`src/rtl/fp32_addsub_arbiter_if.sv`:
```
// Requester-side bus of the shared FP32 add/sub arbiter: packed per-requester
// operation requests with their one-hot grant, and the routed result strobe.
interface fp32_addsub_arbiter_if #(
  parameter int NREQ = 4
) ();
  logic [NREQ-1:0]      req_valid;
  logic [32*NREQ-1:0]   req_a;
  logic [32*NREQ-1:0]   req_b;
  logic [NREQ-1:0]      req_op;
  logic [NREQ-1:0]      req_ready;
  logic [NREQ-1:0]      rsp_valid;
  logic [31:0]          rsp_result;

  modport master (
    output req_valid, req_a, req_b, req_op,
    input  req_ready, rsp_valid, rsp_result
  );

  modport slave (
    input  req_valid, req_a, req_b, req_op,
    output req_ready, rsp_valid, rsp_result
  );
endinterface

```
`src/rtl/fp32_addsub_arbiter.sv`:
```
// Round-robin sharing of one pipelined FP32 add/sub unit among NREQ requesters,
// with a requester-ID tag pipeline that routes each result back to its issuer.
module fp32_addsub_arbiter #(
  parameter int NREQ    = 4,
  parameter int IDW     = 2,
  parameter int LATENCY = 3
) (
  input  logic                 clk,
  input  logic                 rst,
  fp32_addsub_arbiter_if.slave bus,
  output logic                 fpu_valid,
  output logic [31:0]          fpu_a,
  output logic [31:0]          fpu_b,
  output logic                 fpu_op,
  input  logic [31:0]          fpu_result,
  input  logic                 drain,
  output logic                 busy,
  output logic                 drain_done
);
  localparam int CW = $clog2(LATENCY + 3);

  logic [IDW-1:0]    ptr;
  logic [IDW-1:0]    win_id;
  logic [IDW-1:0]    issue_id;
  logic [2*NREQ-1:0] rot;
  logic              found;
  logic              accept;
  logic [31:0]       sel_a;
  logic [31:0]       sel_b;
  logic              sel_op;
  logic [LATENCY-1:0] tag_v;
  logic [IDW-1:0]    tag_id [LATENCY];
  logic [CW-1:0]     inflight;

  // Rotating the doubled request vector by the pointer turns the wrapped
  // search into a plain lowest-set-bit scan.
  always_comb begin
    rot    = {bus.req_valid, bus.req_valid} >> ptr;
    found  = 1'b0;
    win_id = '0;
    for (int unsigned k = 0; k < NREQ; k++) begin
      if (!found && rot[k]) begin
        found  = 1'b1;
        win_id = IDW'((32'(ptr) + k) % NREQ);
      end
    end
    accept        = found && !drain && !rst;
    bus.req_ready = accept ? (NREQ'(1) << win_id) : '0;
  end

  always_comb begin
    sel_a  = '0;
    sel_b  = '0;
    sel_op = 1'b0;
    for (int unsigned k = 0; k < NREQ; k++) begin
      if (win_id == IDW'(k)) begin
        sel_a  = bus.req_a[32*k +: 32];
        sel_b  = bus.req_b[32*k +: 32];
        sel_op = bus.req_op[k];
      end
    end
  end

  always_ff @(posedge clk) begin
    if (rst) begin
      ptr       <= '0;
      fpu_valid <= 1'b0;
      fpu_a     <= '0;
      fpu_b     <= '0;
      fpu_op    <= 1'b0;
      issue_id  <= '0;
    end else begin
      fpu_valid <= accept;
      if (accept) begin
        ptr      <= IDW'((32'(win_id) + 1) % NREQ);
        fpu_a    <= sel_a;
        fpu_b    <= sel_b;
        fpu_op   <= sel_op;
        issue_id <= win_id;
      end
    end
  end

  always_ff @(posedge clk) begin
    if (rst) begin
      tag_v <= '0;
    end else begin
      tag_v[0] <= fpu_valid;
      for (int unsigned k = 1; k < LATENCY; k++) tag_v[k] <= tag_v[k-1];
    end
  end

  always_ff @(posedge clk) begin
    tag_id[0] <= issue_id;
    for (int unsigned k = 1; k < LATENCY; k++) tag_id[k] <= tag_id[k-1];
  end

  always_ff @(posedge clk) begin
    if (rst) begin
      bus.rsp_valid  <= '0;
      bus.rsp_result <= '0;
    end else begin
      bus.rsp_valid <= '0;
      if (tag_v[LATENCY-1]) begin
        bus.rsp_valid  <= NREQ'(1) << tag_id[LATENCY-1];
        bus.rsp_result <= fpu_result;
      end
    end
  end

  always_ff @(posedge clk) begin
    if (rst) begin
      inflight <= '0;
    end else begin
      case ({accept, |bus.rsp_valid})
        2'b10:   inflight <= inflight + CW'(1);
        2'b01:   inflight <= inflight - CW'(1);
        default: inflight <= inflight;
      endcase
    end
  end

  always_ff @(posedge clk) begin
    if (!rst) assert (32'(inflight) <= LATENCY + 2);
  end

  assign busy       = (inflight != '0);
  assign drain_done = drain && !busy;
endmodule

```
`src/flat_wrapper.sv`:
```
// flat-port wrapper written by rule: the top's interface ports become plain ports
module fp32_addsub_arbiter_flat 
#(
  parameter int NREQ    = 4,
  parameter int IDW     = 2,
  parameter int LATENCY = 3
)
  (clk, rst, fpu_valid, fpu_a, fpu_b, fpu_op, fpu_result, drain, busy, drain_done, bus_req_valid, bus_req_a, bus_req_b, bus_req_op, bus_req_ready, bus_rsp_valid, bus_rsp_result);
  fp32_addsub_arbiter_if #(.NREQ(NREQ)) bus_i ();
  input  logic clk;
  input  logic rst;
  output logic fpu_valid;
  output logic [31:0] fpu_a;
  output logic [31:0] fpu_b;
  output logic fpu_op;
  input  logic [31:0] fpu_result;
  input  logic drain;
  output logic busy;
  output logic drain_done;
  input wire logic [$bits(bus_i.req_valid)-1:0] bus_req_valid;
  input wire logic [$bits(bus_i.req_a)-1:0] bus_req_a;
  input wire logic [$bits(bus_i.req_b)-1:0] bus_req_b;
  input wire logic [$bits(bus_i.req_op)-1:0] bus_req_op;
  output wire logic [$bits(bus_i.req_ready)-1:0] bus_req_ready;
  output wire logic [$bits(bus_i.rsp_valid)-1:0] bus_rsp_valid;
  output wire logic [$bits(bus_i.rsp_result)-1:0] bus_rsp_result;
  assign bus_i.req_valid = bus_req_valid;
  assign bus_i.req_a = bus_req_a;
  assign bus_i.req_b = bus_req_b;
  assign bus_i.req_op = bus_req_op;
  assign bus_req_ready = bus_i.req_ready;
  assign bus_rsp_valid = bus_i.rsp_valid;
  assign bus_rsp_result = bus_i.rsp_result;
  fp32_addsub_arbiter #(.NREQ(NREQ), .IDW(IDW), .LATENCY(LATENCY)) u_core (.clk(clk), .rst(rst), .bus(bus_i), .fpu_valid(fpu_valid), .fpu_a(fpu_a), .fpu_b(fpu_b), .fpu_op(fpu_op), .fpu_result(fpu_result), .drain(drain), .busy(busy), .drain_done(drain_done));
endmodule
```
`config.mk`:
```
export PLATFORM = sky130hd
export DESIGN_NAME = fp32_addsub_arbiter_flat
export DESIGN_NICKNAME = d
export VERILOG_FILES = /design/src/rtl/fp32_addsub_arbiter_if.sv /design/src/rtl/fp32_addsub_arbiter.sv /design/src/flat_wrapper.sv
export SDC_FILE = /design/constraint.sdc
export NUM_CORES = 1
export LEC_CHECK = 0
export CORE_AREA = 2 2 157 159
export DETAILED_ROUTE_END_ITERATION = 10
export DIE_AREA = 0 0 159 161
export GPL_ROUTABILITY_DRIVEN = 1
export PLACE_DENSITY = 0.63
export SETUP_SLACK_MARGIN = 0.15
export SYNTH_ARGS = -nofsm -noshare
export SYNTH_HDL_FRONTEND = slang
export SYNTH_SLANG_ARGS = --single-unit
```
`constraint.sdc`:
```
create_clock -name clk -period 7 [get_ports clk]
set_input_delay 1.05 -clock clk [delete_from_list [all_inputs] [get_ports clk]]
set_output_delay 1.05 -clock clk [all_outputs]
set_load 0.1 [all_outputs]
```
After elaboration in Yosys (flattened, before gate mapping)
Memories as Yosys holds them, arrays and structs flattened.
Cells that the tools add are included.

storage, ports and cells
  register bits = 112
  bits in writable memories = 6
  input port bits = 299
  output and inout port bits = 108
  logic and storage cells = 65
  memories kept = 1

memories
  memory         words  width  rd ports  clocked after memory_dff  wr ports  RTL line                   RTL
  u_core.tag_id  3      2      3         0                         3         fp32_addsub_arbiter.sv:32  logic [IDW-1:0] tag_id [LATENCY];

cells by class
  add/subtract/negate cells = 6
  equality and inequality tests = 5
  shift operators = 3
  muxes and demuxes = 22
  bitwise operators = 1
  reduce and logical (&&, ||, !) cells = 17

operators with widths
  cell                                               count
  two-way mux 32 bit                                 8
  two-way mux 1 bit                                  8
  two-way mux 2 bit                                  4
  left shift 1 x 2 -> 4 bit (first input constant)   2
  >> shifter 8 x 2 -> 4 bit                          1
  == test 2 bit (second input constant)              3
  logical AND 1 bit                                  6
  logical NOT 1 bit                                  6
  one-hot mux 3 bit (2 select lines)                 1
  adder 2 x 1 -> 2 bit (second input constant)       2
  adder 2 bit (second input constant)                2
  == test 2 x 1 -> 1 bit (second input constant)     2
  two-way mux 4 bit                                  1
  OR reduction 4 bit                                 1
  adder 3 x 1 -> 3 bit (second input constant)       1
  nonzero test 3 bit                                 1
  subtractor 3 x 1 -> 3 bit (second input constant)  1
  logical NOT 2 bit                                  1
  nonzero test 2 bit                                 1
  OR reduction 2 bit                                 1
  inverter 1 bit                                     1

Longest topological paths before layout
Gate-level depths: netlist of run 1.

  word-level depth = 16
  mapped depth = 12

Least setup slack after synthesis of run 1
OpenSTA, ideal clock, no wires.

  path type = input port to output port
  start point = in bus_req_valid[2]
  end point = out bus_req_ready[3]
  data arrival time = 3435 ps
  data required time = 5950 ps
  slack = 2515 ps
  cell stages on the path = 8
  path through = mux2i_1 nor2_1 a311oi_2 ha_1 inv_1 buf_2 buf_2 nor2_1

between the ends
  elaborated cells on any way between the ends = 19
  classes of those cells = shift (2); mux (9); reduce/logical (8)

RTL lines
  element                      RTL line                   RTL
  from (decl)                  flat_wrapper.sv:20         input wire logic [$bits(bus_i.req_valid)-1:0] bus_req_valid;
  >> shifter 8 x 2 -> 4 bit *  fp32_addsub_arbiter.sv:38  rot = {bus.req_valid, bus.req_valid} >> ptr;
  two-way mux 1 bit            fp32_addsub_arbiter.sv:42  if (!found && rot[k]) begin
  logical NOT 1 bit            fp32_addsub_arbiter.sv:42
  logical AND 1 bit            fp32_addsub_arbiter.sv:42
  two-way mux 1 bit            fp32_addsub_arbiter.sv:42
  logical NOT 1 bit            fp32_addsub_arbiter.sv:42
  logical AND 1 bit            fp32_addsub_arbiter.sv:42
  two-way mux 1 bit            fp32_addsub_arbiter.sv:42
  logical NOT 1 bit            fp32_addsub_arbiter.sv:42
  logical AND 1 bit            fp32_addsub_arbiter.sv:42
  two-way mux 2 bit *          fp32_addsub_arbiter.sv:42
  via u_core.win_id[0]         fp32_addsub_arbiter.sv:23  logic [IDW-1:0] win_id;
  left shift 1 x 2 -> 4 bit *  fp32_addsub_arbiter.sv:48  bus.req_ready = accept ? (NREQ'(1) << win_id) : '0;
  two-way mux 4 bit *          fp32_addsub_arbiter.sv:48
  to (decl)                    flat_wrapper.sv:24         output wire logic [$bits(bus_i.req_ready)-1:0] bus_req_ready;

Mark *: on every way through the listed nets, which the timed path passes. The rest lies on a longest branch.

Final worst setup path of run 1
  start point = in bus_req_valid[0]
  end point = out bus_req_ready[1]

Same word-level chain as after synthesis.

==> flow_summary_export.csv, run 1 <==
group,metric,value,unit
outcome,status,"finished, final reports clean",
finish,utilization,45.24,%
synthesis,synthMuxAreaShare,5.732,%
die,die_x,159,um
detailed_routing,viasPerCell,4.705,
clock_tree,tritoncts.num_buffers,17,
pwr,vdd_drop_max,121.1,uV
setup_path,arrival,3.94,ns
setup_path,crit_family,"buffers and inverters",
synthesis,synth-compound-area-share,35.93,%
die,ioPinCount,407,
synthesis,ys_seq_elements,118,
timing,report.final.slew_viol_count,0,
detailed_routing,drt_wl_total,24080,um
placed_design,place_ws,2.016,ns
detailed_routing,drtIter0Drc,266,
synthesis,yosys.area_share.xor_xnor,0.2950,%
finish,final_common_cell,"clkdlybuf4s50_1",
clock_tree,cts_root_buf,"clkbuf_16",
synthesis,yosysSeqAreaShare,39.79,%
setup_path,crit_cells,7,
detailed_routing,vias,6549,
global_routing,grt_start_max_net_pins,77,
global_routing,grt_pass1_wl,36880,um
clock_tree,cts_max_level,4,
synthesis,avgSynthCellArea,8.642,sq um
finish,final_cell_mix,"404 x clkdlybuf4s50_1, 117 x dfxtp_1, 96 x a21oi_1",
clock_tree,clockBufferDepth,2,
synthesis,synth_top_family_by_area,"compound AO/OA/AOI/OAI gates",
detailed_routing,drc,0,
setup_path,cp.buffers_inverters,2,
timing,setup_tns,0,ns
finish,nets,1360,
detailed_routing,route.detailed.wl_per_inst,17.30,um
synthesis,netlist_area,0.005937,sq mm
pwr,p_comb_share,38.0,%
pwr,seq_power_share,26.8,%
placed_design,numPortBuffers,406,
pwr,power.density,261.3,mW/mm^2
timing,max_slew.worst_pin.slew,1.074,ns
pwr,power_switching_share,37.96,%
global_routing,grt_pass1_vias,6670,
finish,num_antenna_cells,0,
timing,hold_slack,0.3248,ns
pwr,switchingPower,1075,uW
detailed_routing,drt_pre_antenna_iters,5,
hold_path,min_from,"u_core.tag_id[0][2]$_DFF_P_",
timing,fin_crit,4.987,ns
global_routing,grtUsageTotal,18.23,%
detailed_routing,ant_nets,0,
hold_path,hold_path.class,"register to register",
die,core,0.02396,sq mm
setup_path,rr_worst_depth,10,
timing,grt_setup_unrepaired,"no",
die,die_area,0.02560,sq mm
clock_tree,worstSkewPairLatency,0.41,ns
job,max_cap_viol_count,0,
timing,max_freq,200.5,MHz
clock_tree,cts_resized,0,
setup_path,crit_required,5.95,ns
setup_path,crit_path_end,"bus_req_ready[1]",
setup_path,crit_slowest_cell,"clkdlybuf4s50_1",
setup_path,crit_type,"primary input to output pin",
synthesis,yosysUniqueCellTypes,43,
finish,drive_above_1_share,7.959,%
global_routing,gr-total-overflow,0,
pwr,p_leak,0.003926,uW
timing,period_share,71.24,%
synthesis,synth-simple-area-share,9.315,%
placed_design,dp_hpwl,17630,um
synthesis,syn_inst,687,
setup_path,cp_cell_sequence,"clkdlybuf4s50_1 > mux2i_1 > nor2_1 > a311oi_2 > ha_4 > and2_1 > clkdlybuf4s50_1",
global_routing,antenna_found_initial,0,
die,fp.dieH,161,um
synthesis,synth_adder_area_share,1.391,%
clock_tree,cts_tree,"built",
clock_tree,clock_sinks,118,
timing,finalHoldViolCount,0,
die,fp-row-count,57,
setup_path,slowest_delay,1.13,ns
synthesis,synth_nets,992,
setup_path,critPathMaxFanout,6,
synthesis,synth_warnings,0,
clock_tree,cts.clk_slew.worst_paths,0.05,ns
setup_path,start_kind,"primary input",
clock_tree,postCtsHoldBufs,0,
setup_path,r2r-start,"u_core.ptr[1]$_SDFFE_PP0P_",
setup_path,cp_common_cell,"clkdlybuf4s50_1",
setup_path,end_kind,"output pin",
timing,setup_slack,2.013,ns
setup_path,ff2ff_setup_slack,3.32,ns
clock_tree,cts_setup_buffers,0,
placed_design,gp_congestion,0.8299,
setup_path,critical_path.startpoint,"bus_req_valid[0]",
die,start_util,24.78,%
timing,fin_skew,0.008824,ns
pwr,internal-power,1757,uW
finish,synthToLayoutAreaGrowth,82.59,%
timing,max_slew_margin,28.16,%
timing,setup_viol,0,
setup_path,worstReg2RegEnd,"u_core.fpu_op$_SDFFE_PP0P_",
pwr,p_clk_share,35.1,%
area by class of cell:
class	count	area, sq um
clock buffer	17	425.4
clock inverter	15	241.5
fill	2354	13120
inverter	27	101.3
multi-input combinational	474	3149
sequential	118	2364
tap	324	405.4
timing repair buffer	417	4154
cell usage after synthesis (all sizes together):
cell type	count	area share, %
a22o	3	0.44
nand2b	2	0.21
o22ai	3	0.32
mux2i	34	5.7
a22oi	19	2.4
nor2b	5	0.53
clkinv	1	0.063
a311oi	1	0.25
o2bb2ai	1	0.15
or2	1	0.11
ha	5	1.1
or3	2	0.21
a21o	3	0.38
o22a	43	6.3
nor4	1	0.36
inv	26	1.6
nand2	63	4.0
or4	1	0.13
xnor2	1	0.15
a21oi	123	12
fa	1	0.34
o2bb2a	1	0.17
nor2	40	2.6
nor3	4	0.53
and3b	1	0.15
nor3b	1	0.13
dfxtp	118	40
o21ai	64	5.4
a221oi	3	0.76
xor2	1	0.15
and2	3	0.32
buf	40	4.1
clkbuf	28	1.8
a32o	43	7.2
and3	1	0.11
power by group through the flow:
stage                     Combinational, uW  Clock, uW  Sequential (uW)
after floorplan                         362          0             1130
after global placement                 1080          0              773
after detailed placement               1080          0              774
after CTS                              1090       1030              760
after global routing                   1140       1060              767
final                                  1080        995              760
stage by stage:
stage	area, sq um	cells	power, uW
2_1_floorplan	5937	687	1494
3_3_place_gp	10170	1360	1851
3_5_place_dp	10170	1360	1858
4_1_cts	10840	1392	2873
5_1_grt	10840	1392	2964
6_report	10840	1392	2832
state kept, by name (all words and copies together) (netlist names):
name,cells
u_core.inflight,3
u_core.tag_v,3
u_core.fpu_b,32
u_core.ptr,2
u_core.fpu_valid,1
u_core.bus.rsp_valid,4
u_core.tag_id,6
u_core.bus.rsp_result,32
u_core.fpu_op,1
u_core.issue_id,2
u_core.fpu_a,32
how the worst min path moves through the flow:
| stage | to | slack, ns | cells past startpoint |
|---|---|---|---|
| after floorplan | u_core.tag_id[0][2]$_DFF_P_ | 0.31 | 0 |
| after detailed placement | u_core.tag_id[0][4]$_DFF_P_ | 0.31 | 0 |
| after global routing | u_core.tag_id[0][4]$_DFF_P_ | 0.33 | 0 |
| after global placement | u_core.tag_id[0][3]$_DFF_P_ | 0.31 | 0 |
| after CTS | u_core.tag_id[0][4]$_DFF_P_ | 0.33 | 0 |
| final | u_core.tag_id[0][4]$_DFF_P_ | 0.32 | 0 |
layer usage:
layer	routed length, um	up-vias	share of wire [%]	global-route usage, %
li1	-	3251	-	-
met1	9789	2993	41	20.48
met5	0	-	0	0
met4	613	0	2.5	6.860
met2	11840	274	49	32.06
met3	1830	31	7.6	6.163
cell families (layout without fill, tap and decap cells):
| kind of cell | Yosys count | count (layout) |
|---|---|---|
| and+or+nand+nor | 125 | 125 |
| adders and majority gates | 6 | 6 |
| buffers and inverters | 95 | 476 |
| muxes | 34 | 34 |
| DFF | 118 | 118 |
| AOI/OAI and AO/OA | 307 | 307 |
| xor gates and xnor gates | 2 | 2 |
Power figures use the tool's default switching activity.
==> inputs of run 2 (changes only) <==
- clock period: 7 -> 4.6 ns (I/O delays scaled with it)
==> flow_summary_export.csv, run 2 (same netlist as run 1, synthesis figures left out) <==
group,metric,value,unit
hold_path,hold_path.class,"register to register",
detailed_routing,drt_pre_antenna_iters,6,
detailed_routing,ant_nets,0,
timing,max_slew.worst_pin.slew,1.051,ns
setup_path,end_kind,"output pin",
setup_path,cp.buffers_inverters,4,
finish,num_antenna_cells,0,
die,start_util,24.78,%
clock_tree,cts_tree,"built",
global_routing,grt_pass1_wl,37610,um
global_routing,grt_pass1_vias,6610,
setup_path,crit_cells,9,
global_routing,antenna_found_initial,0,
job,max_cap_viol_count,0,
pwr,p_leak,0.003947,uW
die,fp.dieH,161,um
timing,period_share,81.94,%
outcome,status,"finished, final reports clean",
setup_path,cp_cell_sequence,"clkdlybuf4s50_1 > mux2i_1 > nor2_1 > a311oi_2 > inv_1 > ha_1 > buf_4 > and2_1 > buf_12",
detailed_routing,vias,6633,
finish,nFillCells,2365,
setup_path,crit_required,3.91,ns
finish,multiInputGateArea,0.003149,sq mm
placed_design,gp_congestion,0.8523,
detailed_routing,route.detailed.wl_per_inst,17.67,um
clock_tree,cts_max_level,4,
setup_path,rr_worst_depth,10,
hold_path,min_path_cells,0,
detailed_routing,viasPerCell,4.755,
die,core,0.02396,sq mm
setup_path,start_kind,"primary input",
timing,finalHoldViolCount,0,
die,ioPinCount,407,
clock_tree,postCtsHoldBufs,0,
clock_tree,cts_resized,0,
setup_path,slowest_delay,0.53,ns
pwr,power.density,389.1,mW/mm^2
timing,report.final.slew_viol_count,0,
setup_path,crit_family,"buffers and inverters",
timing,setup_tns,0,ns
timing,grt_setup_unrepaired,"no",
timing,fin_skew,0.01557,ns
clock_tree,cts_setup_buffers,0,
setup_path,crit_slowest_cell,"clkdlybuf4s50_1",
timing,hold_slack,0.3261,ns
finish,final_cell_mix,"402 x clkdlybuf4s50_1, 117 x dfxtp_1, 96 x a21oi_1",
clock_tree,tritoncts.num_buffers,17,
timing,max_slew_margin,29.93,%
detailed_routing,drtIter0Drc,359,
setup_path,crit_type,"primary input to output pin",
clock_tree,cts_root_buf,"clkbuf_16",
finish,regArea,0.002364,sq mm
timing,setup_slack,0.8310,ns
finish,drive_above_1_share,8.403,%
clock_tree,worstSkewPairLatency,0.42,ns
global_routing,grtUsageTotal,18.70,%
pwr,vdd_drop_max,167.2,uV
placed_design,numPortBuffers,406,
timing,fin_crit,3.769,ns
global_routing,gr-total-overflow,0,
finish,final_common_cell,"clkdlybuf4s50_1",
clock_tree,cts.clk_slew.worst_paths,0.05,ns
placed_design,dp_hpwl,18470,um
setup_path,critPathMaxFanout,40,
setup_path,arrival,3.08,ns
timing,setup_viol,0,
finish,synthToLayoutAreaGrowth,83.29,%
die,die_area,0.02560,sq mm
finish,reg_top3,"u_core.bus.rsp_result (32), u_core.fpu_a (32), u_core.fpu_b (32)",
placed_design,place_ws,0.7119,ns
detailed_routing,drt_wl_total,24650,um
die,fp-row-count,57,
pwr,power,4234,uW
clock_tree,clockBufferDepth,2,
die,die_x,159,um
timing,max_freq,265.3,MHz
clock_tree,clock_sinks,118,
detailed_routing,drc,0,
finish,nets,1363,
global_routing,grt_start_max_net_pins,66,
[run 2: cell types whose count changed in the layout (fill, tap and decap cells not counted), sizes merged]
cell	before	now
buf	13	18
bufinv	5	3
clkdlybuf4s50	404	402
clkinvlp	1	0
inv	30	33
[run 2: final timing paths]
| check | to | slack (ns) | startpoint |
|---|---|---|---|
| worst max register to register | u_core.fpu_b[22]$_SDFFE_PP0P_ | 1.46 | u_core.ptr[1]$_SDFFE_PP0P_ |
| worst max-delay path | bus_req_ready[2] | 0.83 | bus_req_valid[0] |
| worst min register to register | u_core.tag_id[0][5]$_DFF_P_ | 0.33 | u_core.tag_id[0][3]$_DFF_P_ |
| worst min-delay path | u_core.tag_id[0][5]$_DFF_P_ | 0.33 | u_core.tag_id[0][3]$_DFF_P_ |
[run 2: final cells by class]
class / count / share of cell area, %
Multi-Input combinational cell: 474 / 28.94
Tap cell: 324 / 3.725
Clock inverter: 15 / 1.748
Clock buffer: 17 / 3.909
Inverter: 27 / 0.9314
Sequential cell: 118 / 21.72
Timing Repair Buffer: 420 / 39.02
[run 2: power breakdown]
part           internal, uW  switching [uW]
Combinational           608            1050
Sequential             1110            50.8
Clock                   868             545
[run 2: worst register-to-register path, delay by kind of cell, from the launching register on]
family | cells | cell delay, ns
mux | 1 | 0.22
fa+ha+maj | 1 | 0.25
flops | 1 | 0.45
buf+inv | 2 | 0.50
compound gates | 4 | 0.95
simple gates | 2 | 0.67
[run 2: metal layers]
layer	track usage [%]	wire, um
met1	21.54	9938
met2	32.31	12020
met3	6.215	2029
met4	7.025	669
met5	0	0
[run 2: through the flow]
stage                     instance area (sq um)  util (%)  cells
after global routing                      10880     45.41   1395
after CTS                                 10880     45.41   1395
after global placement                    10270     42.84   1363
after detailed placement                  10270     42.84   1363
after floorplan                            5937         -    687
final                                     10880     45.41   1395
==> RTL edit (settings of run 1) <==
`IDW` is set to 2 in 2 places; all go to 1.
--- a/src/rtl/fp32_addsub_arbiter.sv
+++ b/src/rtl/fp32_addsub_arbiter.sv
@@ -2,7 +2,7 @@
 // with a requester-ID tag pipeline that routes each result back to its issuer.
 module fp32_addsub_arbiter #(
   parameter int NREQ    = 4,
-  parameter int IDW     = 2,
+  parameter int IDW     = 1,
   parameter int LATENCY = 3
 ) (
   input  logic                 clk,
--- a/src/flat_wrapper.sv
+++ b/src/flat_wrapper.sv
@@ -2,7 +2,7 @@
 module fp32_addsub_arbiter_flat 
 #(
   parameter int NREQ    = 4,
-  parameter int IDW     = 2,
+  parameter int IDW     = 1,
   parameter int LATENCY = 3
 )
   (clk, rst, fpu_valid, fpu_a, fpu_b, fpu_op, fpu_result, drain, busy, drain_done, bus_req_valid, bus_req_a, bus_req_b, bus_req_op, bus_req_ready, bus_rsp_valid, bus_rsp_result);
Behaviour: not the same (Yosys sat finds a counterexample within 4 cycles, from zero or initial values and one cycle with rst high).
==> RTL edit against run 1 <==
  * Sequential cell count shrank 7
  * Power is 37% lower
  * Setup slack better by 0.36 ns
  * Count of clock-buffer cells in the layout decreased by 8
  * Wire length down 35%
  * Largest power group is now registers
  * Die area unchanged
  * Cell count is 22% lower
  * Core utilization down 13 points
  * Global-route usage shrank 6.1 points
  * Critical endpoint unchanged
  * Synthesized area decreased by 25%
  * Fmax grew 7.8%
  * Via count down 31%
  * Cell area decreased by 29%
  * Non-clock buffer count is 141 lower
==> RTL edit: results (changes against run 1) <==
outcome finished, final reports clean; DR WL met3 1710 um (-6.6%); GR met2 Demand/Resource 19.0% (-13 points); total track usage 12.1% (-6.1 points); total CTS buffers 9 (-8); most frequent cell after synthesis nand2_1; router iterations before antenna repair 4 (-1); crit path max fanout 3 (-3); H-tree depth 3 (-1); flip-flop and latch area 2220 um^2 (-5.9%); met2 routed WL 6880 um (-42%); Worst R2R Path Depth 5 (-5); top cells by area, synth dfxtp_1 50%, a311oi_1 13%, nand2_1 11%; leak pwr 2.81 nW (-28%); Compound-Gate Fraction of Synth Area 13.6% (-22 points); Adder-Cell Fraction of Synth Area 0.730% (-0.66 points); Max VDD drop 91.8 uV (-24%); DR vias/cell 4.12 (-12%); fin nets 1,064 (-22%); Yosys cell types 29 (-33%); met1 GRT Util 15.0% (-5.5 points); Clock Latency Late Sink 0.35 ns (-0.06 ns); Seq/Total Area, Yosys 49.8% (+10 points); PortBufs 272 (-33%); setup skew after layout 0.00835 ns (-0.000476 ns); HPWL Detailed 11,100 um (-37%); Max stage delay on crit path 1.20 ns (+0.07 ns); pre-CTS setup slack 2.33 ns (+0.312 ns)
## RTL edit: changes by cell type in the layout (fill, tap and decap cells not counted), moves of 26 or more
cell / delta
a21oi_1: -94
a21oi_2: -27
a311oi_1: +65
a32o_1: -43
clkdlybuf4s50_1: -133
nand2_1: +67
nor2_1: +66
o21ai_0: -26
o21ai_1: -37
o22a_1: -43
## RTL edit: power groups by stage
stage	Combinational, mW	Clock [mW]	Sequential [mW]
floorplan	0.135	0	0.942
global placement	0.568	0	0.702
detailed placement	0.569	0	0.703
CTS	0.571	0.557	0.689
global route	0.594	0.579	0.694
finish	0.565	0.527	0.688
## RTL edit: cells by family after synthesis
| group | after synthesis |
|---|---|
| AND/OR/NAND/NOR | 248 |
| flip-flops | 111 |
| AO/OA/AOI/OAI | 71 |
| buffers and inverters | 53 |
| multiplexers | 33 |
| adder cells (fa/ha/maj) | 2 |
| XOR/XNOR | 2 |
| other | 1 |
## RTL edit: worst max path at each step
stage                                 from               end  slack, ns  cells after the start
after floorplan           bus_req_valid[3]  bus_req_ready[0]       3.10                      4
after global placement    bus_req_valid[1]  bus_req_ready[1]       2.33                      6
after detailed placement  bus_req_valid[1]  bus_req_ready[1]       2.33                      6
after CTS                 bus_req_valid[1]  bus_req_ready[1]       2.32                      6
after global routing      bus_req_valid[1]  bus_req_ready[1]       2.21                      6
final                     bus_req_valid[1]  bus_req_ready[1]       2.37                      6
## RTL edit: worst reg2reg max path, cell delays in order (launching register included)
cell      delay [ns]
dfxtp_1         0.33
nand2b_1        0.16
o21a_2          0.16
buf_4           0.61
nand2_1         0.21
a311oi_1        0.30
## RTL edit: cell type report
type                       instances  area share, %
tap                              324           5.26
clock buffer                       9           2.92
clock inverter                     7           1.01
inverter                           5          0.244
timing repair buffer             276           35.9
multi-input combinational        360           25.8
sequential                       111           28.9
